## config.mk

```make
export PLATFORM = sky130hd
export DESIGN_NAME = intr_vector_ctrl_flat
export DESIGN_NICKNAME = d
export VERILOG_FILES = /design/src/rtl/intr_vector_ctrl_if.sv /design/src/rtl/intr_vector_ctrl.sv /design/src/flat_wrapper.sv
export SDC_FILE = /design/constraint.sdc
export NUM_CORES = 1
export LEC_CHECK = 0
export ABC_AREA = 1
export CORE_ASPECT_RATIO = 0.75
export CORE_UTILIZATION = 42
export DETAILED_ROUTE_END_ITERATION = 8
export GPL_ROUTABILITY_DRIVEN = 1
export PLACE_DENSITY = 0.85
export REMOVE_ABC_BUFFERS = 1
export SLEW_MARGIN = 20
export SYNTH_ARGS = -nofsm -noshare
export SYNTH_HDL_FRONTEND = slang
export SYNTH_SLANG_ARGS = --single-unit
```

## constraint.sdc

```tcl
create_clock -name sys_clk -period 3 [get_ports sys_clk]
set_input_delay 0.45 -clock sys_clk [delete_from_list [all_inputs] [get_ports sys_clk]]
set_output_delay 0.45 -clock sys_clk [all_outputs]
set_load 0.005 [all_outputs]
```

## src/rtl/intr_vector_ctrl_if.sv

```systemverilog
// Purpose: bundles the event, mask, acknowledge and vector signals of intr_vector_ctrl.
// Ports: none; master = controller side (drives interrupt/vector/status),
//        slave = fabric/processor side (drives events, mask, ack, overrun clear).
interface intr_vector_ctrl_if #(
  parameter int unsigned N_SRC = 8
);
  localparam int unsigned ID_W = $clog2(N_SRC);

  logic [N_SRC-1:0] irq_src;
  logic [N_SRC-1:0] irq_mask;
  logic [1:0]       intr_ack;
  logic             ovr_clr;
  logic             interrupt;
  logic [31:0]      intr_address;
  logic [ID_W-1:0]  active_id;
  logic [N_SRC-1:0] pending;
  logic [N_SRC-1:0] overrun;

  modport master (
    input  irq_src, irq_mask, intr_ack, ovr_clr,
    output interrupt, intr_address, active_id, pending, overrun
  );

  modport slave (
    output irq_src, irq_mask, intr_ack, ovr_clr,
    input  interrupt, intr_address, active_id, pending, overrun
  );
endinterface

```

## src/rtl/intr_vector_ctrl.sv

```systemverilog
// Purpose: latches rising-edge events and dispatches them one at a time as a vectored level interrupt.
// Latency: event to pending 1 cycle, pending to interrupt 1 cycle; all outputs registered.
// Backpressure: next request waits for ack=01 (accept) then ack=10 (return); events keep latching meanwhile.
// Ports: sys_clk, ext_rst (sync, active-high); bus.master carries irq_src/irq_mask/intr_ack/ovr_clr in,
//        interrupt/intr_address/active_id/pending/overrun out.
module intr_vector_ctrl #(
  parameter int unsigned N_SRC      = 8,
  parameter logic [31:0] BASE_ADDR  = 32'h0000_0100,
  parameter int unsigned VEC_STRIDE = 16
) (
  input  logic               sys_clk,
  input  logic               ext_rst,
  intr_vector_ctrl_if.master bus
);
  localparam int unsigned ID_W = $clog2(N_SRC);

  typedef enum logic [1:0] {S_IDLE, S_ASSERT, S_SERVICE} state_t;

  state_t           r_state;
  state_t           w_state_nxt;
  logic [N_SRC-1:0] r_src_q;
  logic [N_SRC-1:0] r_pending;
  logic [N_SRC-1:0] r_overrun;
  logic             r_interrupt;
  logic [31:0]      r_addr;
  logic [ID_W-1:0]  r_id;

  logic [N_SRC-1:0] w_rise;
  logic [N_SRC-1:0] w_eligible;
  logic [N_SRC-1:0] w_clr;
  logic             w_any;
  logic             w_accept;
  logic [ID_W-1:0]  w_sel;
  logic             w_irq_nxt;
  logic [31:0]      w_addr_nxt;
  logic [ID_W-1:0]  w_id_nxt;

  assign w_rise     = bus.irq_src & ~r_src_q;
  assign w_eligible = r_pending & bus.irq_mask;
  assign w_any      = |w_eligible;
  assign w_accept   = (r_state == S_ASSERT) && (bus.intr_ack == 2'b01);

  // Lowest index wins: scan downwards so the last hit is the smallest.
  always_comb begin
    w_sel = '0;
    for (int i = int'(N_SRC) - 1; i >= 0; i--) begin
      if (w_eligible[i]) w_sel = ID_W'(i);
    end
  end

  always_comb begin
    w_clr = '0;
    if (w_accept) w_clr[r_id] = 1'b1;
  end

  // Edge detector keeps sampling during reset so lines already high at release do not fire.
  // OR-ing w_rise last makes a new event win over an accept clear or an overrun clear.
  always_ff @(posedge sys_clk) begin
    r_src_q <= bus.irq_src;
    if (ext_rst) begin
      r_pending <= '0;
      r_overrun <= '0;
    end else begin
      r_pending <= (r_pending & ~w_clr) | w_rise;
      r_overrun <= (bus.ovr_clr ? {N_SRC{1'b0}} : r_overrun) | (w_rise & r_pending);
    end
  end

  // State and registered outputs.
  always_ff @(posedge sys_clk) begin
    if (ext_rst) begin
      r_state     <= S_IDLE;
      r_interrupt <= 1'b0;
      r_addr      <= '0;
      r_id        <= '0;
    end else begin
      r_state     <= w_state_nxt;
      r_interrupt <= w_irq_nxt;
      r_addr      <= w_addr_nxt;
      r_id        <= w_id_nxt;
    end
  end

  // Next-state logic.
  always_comb begin
    w_state_nxt = r_state;
    case (r_state)
      S_IDLE:    if (w_any) w_state_nxt = S_ASSERT;
      S_ASSERT:  if (w_accept) w_state_nxt = S_SERVICE;
      S_SERVICE: if (bus.intr_ack == 2'b10) w_state_nxt = S_IDLE;
      default:   w_state_nxt = S_IDLE;
    endcase
  end

  // Output logic: vector and id are captured only on dispatch and held afterwards,
  // so a mask change during ASSERT cannot alter or withdraw the request.
  always_comb begin
    w_irq_nxt  = r_interrupt;
    w_addr_nxt = r_addr;
    w_id_nxt   = r_id;
    case (r_state)
      S_IDLE: begin
        w_irq_nxt = 1'b0;
        if (w_any) begin
          w_irq_nxt  = 1'b1;
          w_id_nxt   = w_sel;
          w_addr_nxt = BASE_ADDR + 32'(w_sel) * VEC_STRIDE;
        end
      end
      S_ASSERT: begin
        w_irq_nxt = 1'b1;
        if (w_accept) w_irq_nxt = 1'b0;
      end
      S_SERVICE: w_irq_nxt = 1'b0;
      default:   w_irq_nxt = 1'b0;
    endcase
  end

  assign bus.interrupt    = r_interrupt;
  assign bus.intr_address = r_addr;
  assign bus.active_id    = r_id;
  assign bus.pending      = r_pending;
  assign bus.overrun      = r_overrun;
endmodule

```

## src/flat_wrapper.sv

```systemverilog
// flat-port wrapper written by rule: the top's interface ports become plain ports
module intr_vector_ctrl_flat 
#(
  parameter int unsigned N_SRC      = 8,
  parameter logic [31:0] BASE_ADDR  = 32'h0000_0100,
  parameter int unsigned VEC_STRIDE = 16
)
  (sys_clk, ext_rst, bus_irq_src, bus_irq_mask, bus_intr_ack, bus_ovr_clr, bus_interrupt, bus_intr_address, bus_active_id, bus_pending, bus_overrun);
  intr_vector_ctrl_if #(.N_SRC(N_SRC)) bus_i ();
  input  logic sys_clk;
  input  logic ext_rst;
  input wire logic [$bits(bus_i.irq_src)-1:0] bus_irq_src;
  input wire logic [$bits(bus_i.irq_mask)-1:0] bus_irq_mask;
  input wire logic [$bits(bus_i.intr_ack)-1:0] bus_intr_ack;
  input wire logic [$bits(bus_i.ovr_clr)-1:0] bus_ovr_clr;
  output wire logic [$bits(bus_i.interrupt)-1:0] bus_interrupt;
  output wire logic [$bits(bus_i.intr_address)-1:0] bus_intr_address;
  output wire logic [$bits(bus_i.active_id)-1:0] bus_active_id;
  output wire logic [$bits(bus_i.pending)-1:0] bus_pending;
  output wire logic [$bits(bus_i.overrun)-1:0] bus_overrun;
  assign bus_i.irq_src = bus_irq_src;
  assign bus_i.irq_mask = bus_irq_mask;
  assign bus_i.intr_ack = bus_intr_ack;
  assign bus_i.ovr_clr = bus_ovr_clr;
  assign bus_interrupt = bus_i.interrupt;
  assign bus_intr_address = bus_i.intr_address;
  assign bus_active_id = bus_i.active_id;
  assign bus_pending = bus_i.pending;
  assign bus_overrun = bus_i.overrun;
  intr_vector_ctrl #(.N_SRC(N_SRC), .BASE_ADDR(BASE_ADDR), .VEC_STRIDE(VEC_STRIDE)) u_core (.sys_clk(sys_clk), .ext_rst(ext_rst), .bus(bus_i));
endmodule
```

# Yosys cells after proc, flatten, opt, wreduce, memory -nomap -nowiden
# Index checks and enable logic that the tools add are counted.
dict set report word_totals {
  inputBits 21
  elab_cells 50
  ff_bits 62
}
dict set report op_classes {
  n_eq_ne 7
  order_cmp 2
  reduce_logical 6
  bitwise 8
  mux 19
  addsub 1
}
# cell count
set ops {}
lappend ops {{$and 8x8->8} 4}
lappend ops {{$mux 3} 8}
lappend ops {{$mux 8} 2}
lappend ops {{$not 8->8} 2}
lappend ops {{$or 8x8->8} 2}
lappend ops {{$add 9x7->10 const A} 1}
lappend ops {{$reduce_or 8->1} 1}
lappend ops {{$mux 2} 3}
lappend ops {{$ne 2x1->1 const B} 3}
lappend ops {{$pmux 2 s3} 1}
lappend ops {{$eq 2x1->1 const B} 2}
lappend ops {{$eq 2x2->1 const B} 2}
lappend ops {{$lt 3x4->1 const B} 1}
lappend ops {{$demux 1 s3} 1}
lappend ops {{$ge 3x1->1 const B} 1}
lappend ops {{$mux 1} 3}
lappend ops {{$reduce_and 3->1} 1}
lappend ops {{$logic_and 1x1->1} 2}
lappend ops {{$logic_not 2->1} 1}
lappend ops {{$pmux 1 s2} 1}
lappend ops {{$reduce_and 2->1} 1}

# Depth between registers and ports, before layout
dict set report depth {
  word_depth 10
  ltp_mapped 10
}

# Worst setup path before layout
# No wires, ideal clock.
dict set report synth_path {
  kind {in2reg}
  from {input bus_irq_mask[0]}
  to {register u_core.r_id[1] (netlist: u_core.bus.active_id[1])}
  path_buffers 0
  t_arrival_ps 1009
  slack_ps 1875
  cell_stages 6
  cell_sequence {nand2_1 > nand2_2 > nor2_2 > a21oi_4 > o21ai_0 > nor2_1}
}
dict set report synth_between {
  elab_chain_cells 3
  word_cells_on_any_way 4
  classes_between {1 x mux; 1 x bitwise; 2 x reduce/logical}
}
# element line_no
set synth_rtl {}
lappend synth_rtl {{start: declaration} flat_wrapper.sv:13} ;# input wire logic [$bits(bus_i.irq_mask)-1:0] bus_irq_mask;
lappend synth_rtl {{$and 8x8->8 (*)} intr_vector_ctrl.sv:39} ;# assign w_eligible = r_pending & bus.irq_mask;
lappend synth_rtl {{$reduce_or 8->1} intr_vector_ctrl.sv:40} ;# assign w_any = |w_eligible;
lappend synth_rtl {{$reduce_and 2->1 (no line)} n/a}
lappend synth_rtl {{end signal: assignment} intr_vector_ctrl.sv:80} ;# r_id <= w_id_nxt;
lappend synth_rtl {{end: declaration} intr_vector_ctrl.sv:26} ;# logic [ID_W-1:0] r_id;
# Mark *: on every way between the ends. The rest lies on a longest branch, timed or not.
# A chain may end at the register's enable or synchronous reset.

# Final worst setup path
dict set report layout_path {
  from {register u_core.r_id[0] (netlist: u_core.bus.active_id[0])}
  to {output bus_active_id[0]}
}
# element line_no
set layout_lines {}
lappend layout_lines {{end: declaration} flat_wrapper.sv:18} ;# output wire logic [$bits(bus_i.active_id)-1:0] bus_active_id;
# No word-level cell between the ends.

==> results.json <==
{
  "outcome": "completed",
  "place_area_mm2": 0.001757,
  "first_global_vias": 989,
  "fp.dieArea_mm2": 0.003571,
  "crit_fanout": 8,
  "drtIter0Drc": 58,
  "io_pins": 73,
  "nets": 244,
  "maxCapViolCount": 0,
  "coreArea_mm2": 0.003063,
  "fin_crit_ps": 1806,
  "p_clk_share_pct": 32.8,
  "hold_viol": 0,
  "dp_slack_ps": 1320,
  "synth_seq_cells": 31,
  "critPathMaxStageDelay_ps": 570,
  "power.internal_mw": 0.7180,
  "area_growth_pct": 31.72,
  "drc": 0,
  "clock_path_buffers": 2,
  "post_cts.repair.setup_buffers": 0,
  "cts_made_buffers": 5,
  "leakage_nw": 0.8206,
  "max_freq_ghz": 0.5537,
  "antenna_found_initial": 0,
  "yosysSeqAreaShare_pct": 44.33,
  "avgViaCountPerCell": 4.498,
  "grt_max_degree": 12,
  "detail_route.wirelength_mm": 2.905,
  "crit_type": "reg -> out",
  "cts.sinks": 31,
  "first_pass_iters": 4,
  "setup_viol": 0,
  "min_path_type": "reg -> reg",
  "holdWs_ps": 463.0,
  "synth_warnings": 0,
  "cts_root_buf": "clkbuf_8",
  "die_y_um": 52,
  "fin_crit_sh_pct": 60.20,
  "num-fill-cells": 294,
  "arrival_ps": 1360,
  "p_sw_share_pct": 26.25,
  "place.gp.congestion": 0.8436,
  "rows": 17,
  "stdcell_area_mm2": 0.001844,
  "cp_slowest_cell": "clkdlybuf4s50_1",
  "gr-total-overflow": 0,
  "p_sw_mw": 0.2555,
  "die-width_um": 68.67,
  "seqPwrFrac_pct": 48.1,
  "powerDensity_mw_per_mm2": 527.9,
  "worstPathCellList": "clkdlybuf4s50_1",
  "endpoint_kind": "primary output",
  "htreeDepth": 2,
  "synthCells": 177,
  "initial_core_util_pct": 45.71,
  "fin_ws_ps": 1194,
  "path_buf_inv": 1,
  "required_ps": 2550,
  "hpwlAfterDp_mm": 2.207,
  "wire_per_inst_um": 11.13,
  "grt_pass1_wl_mm": 4.319,
  "vias": 1174,
  "port-buffer-count": 44,
  "track_usage_pct": 17.21,
  "path_clk_slew_ps": 60,
  "skew_ps": 4.103,
  "p_comb_share_pct": 19.2,
  "ir_drop_mv": 0.3257,
  "rsz0062_at_grt": "false",
  "hold_buffers": 0,
  "synth.avg_cell_area_um2": 7.910,
  "ant_nets": 0,
  "fin_setup_tns_ps": 0,
  "start_kind": "register",
  "cpLargestDelayFamily": "buffers and inverters",
  "cts_resized": 0,
  "drv_slew": 0,
  "insertedDiodeCount": 0,
  "synth_area_mm2": 0.001400,
  "insertion_delay_ps": 280,
  "ys_types": 20,
  "cts_tree": "built",
  "drive_above_1_share_pct": 7.623,
  "p_total_mw": 0.9735
}
==> final timing paths <==
check / start / to / slack [ps] / cells after the start
worst min register to register: u_core.bus.overrun[4] / u_core.bus.overrun[4] / 460 / 2
worst max-delay path: u_core.bus.active_id[0] / bus_active_id[0] / 1190 / 1
worst max register to register: u_core.r_state[0] / u_core.bus.pending[1] / 1820 / 5
worst min-delay path: u_core.bus.overrun[4] / u_core.bus.overrun[4] / 460 / 2
==> routing by layer <==
layer  share of wire (%)  global-route usage, %
met3                 6.3                  4.605
met1                  48                  22.72
met4                 1.8                  9.375
met5                   0                      0
met2                  44                  25.16
==> kinds of logic after synthesis <==
group	Yosys count	share of synthesized area, %
AOI/OAI and AO/OA	35	15.37
other	1	0.2678
and+or+nand+nor	59	18.05
buffers and inverters	51	21.98
DFF	31	44.33
==> power by group through the flow <==
stage | combinational [mW] | sequential [mW] | clock [mW]
after floorplan | 0.0811 | 0.473 | 0
after global placement | 0.181 | 0.475 | 0
after detailed placement | 0.185 | 0.477 | 0
after CTS | 0.187 | 0.468 | 0.328
after global routing | 0.208 | 0.472 | 0.345
final | 0.186 | 0.468 | 0.319
==> synthesized netlist by cell type <==
cell	number	area, µm²
inv_1	17	63.81
nand2_1	38	142.6
o211a_1	1	10.01
nand2_2	3	18.77
dfxtp_1	31	620.6
inv_2	1	3.750
o31ai_1	8	60.06
a31oi_1	1	6.260
nor2_1	6	22.52
a21oi_4	1	16.27
o21ai_1	1	5.000
buf_4	31	232.7
o211ai_1	1	7.510
nand3_1	8	40.04
o21ai_0	2	10.01
a21oi_1	20	100.1
conb_1	1	3.750
nor2_2	3	18.77
clkbuf_1	2	7.510
nand3_2	1	10.01
==> placed cells by master, fill, tap and decap left out, drive strengths merged <==
| cell type | instances |
|---|---|
| clkbuf | 6 |
| o211ai | 1 |
| a31oi | 1 |
| nand2 | 41 |
| dfxtp | 31 |
| buf | 1 |
| clkinv | 1 |
| o211a | 1 |
| conb | 28 |
| a21oi | 21 |
| o31ai | 8 |
| inv | 18 |
| nor2 | 9 |
| nand3 | 9 |
| clkdlybuf4s50 | 44 |
| o21ai | 3 |
==> through the flow <==
| stage | cells | utilization (%) |
|---|---|---|
| CTS | 261 | 60.21 |
| global placement | 254 | 57.35 |
| finish | 261 | 60.21 |
| floorplan | 171 | - |
| global route | 261 | 60.21 |
| detailed placement | 254 | 57.35 |
==> sequential cells by signal (all words and copies together) (netlist names) <==
register                 cells
u_core.r_src_q               8
u_core.bus.pending           8
u_core.bus.interrupt         1
u_core.bus.overrun           8
u_core.bus.active_id         2
u_core.bus.intr_address      2
u_core.r_state               2
==> area by class of cell <==
cell class              instances  area (µm²)  area share [%]
clock buffers                   6       82.58           4.478
clock inverters                 1       5.005          0.2714
inverters                      18       67.56           3.663
multi-input cells             122       573.1           31.07
flip-flops and latches         31       620.6           33.65
well taps                      38       47.55           2.578
repair buffers                 45       447.9           24.29
No activity file was read; power rests on OpenSTA's default activity.
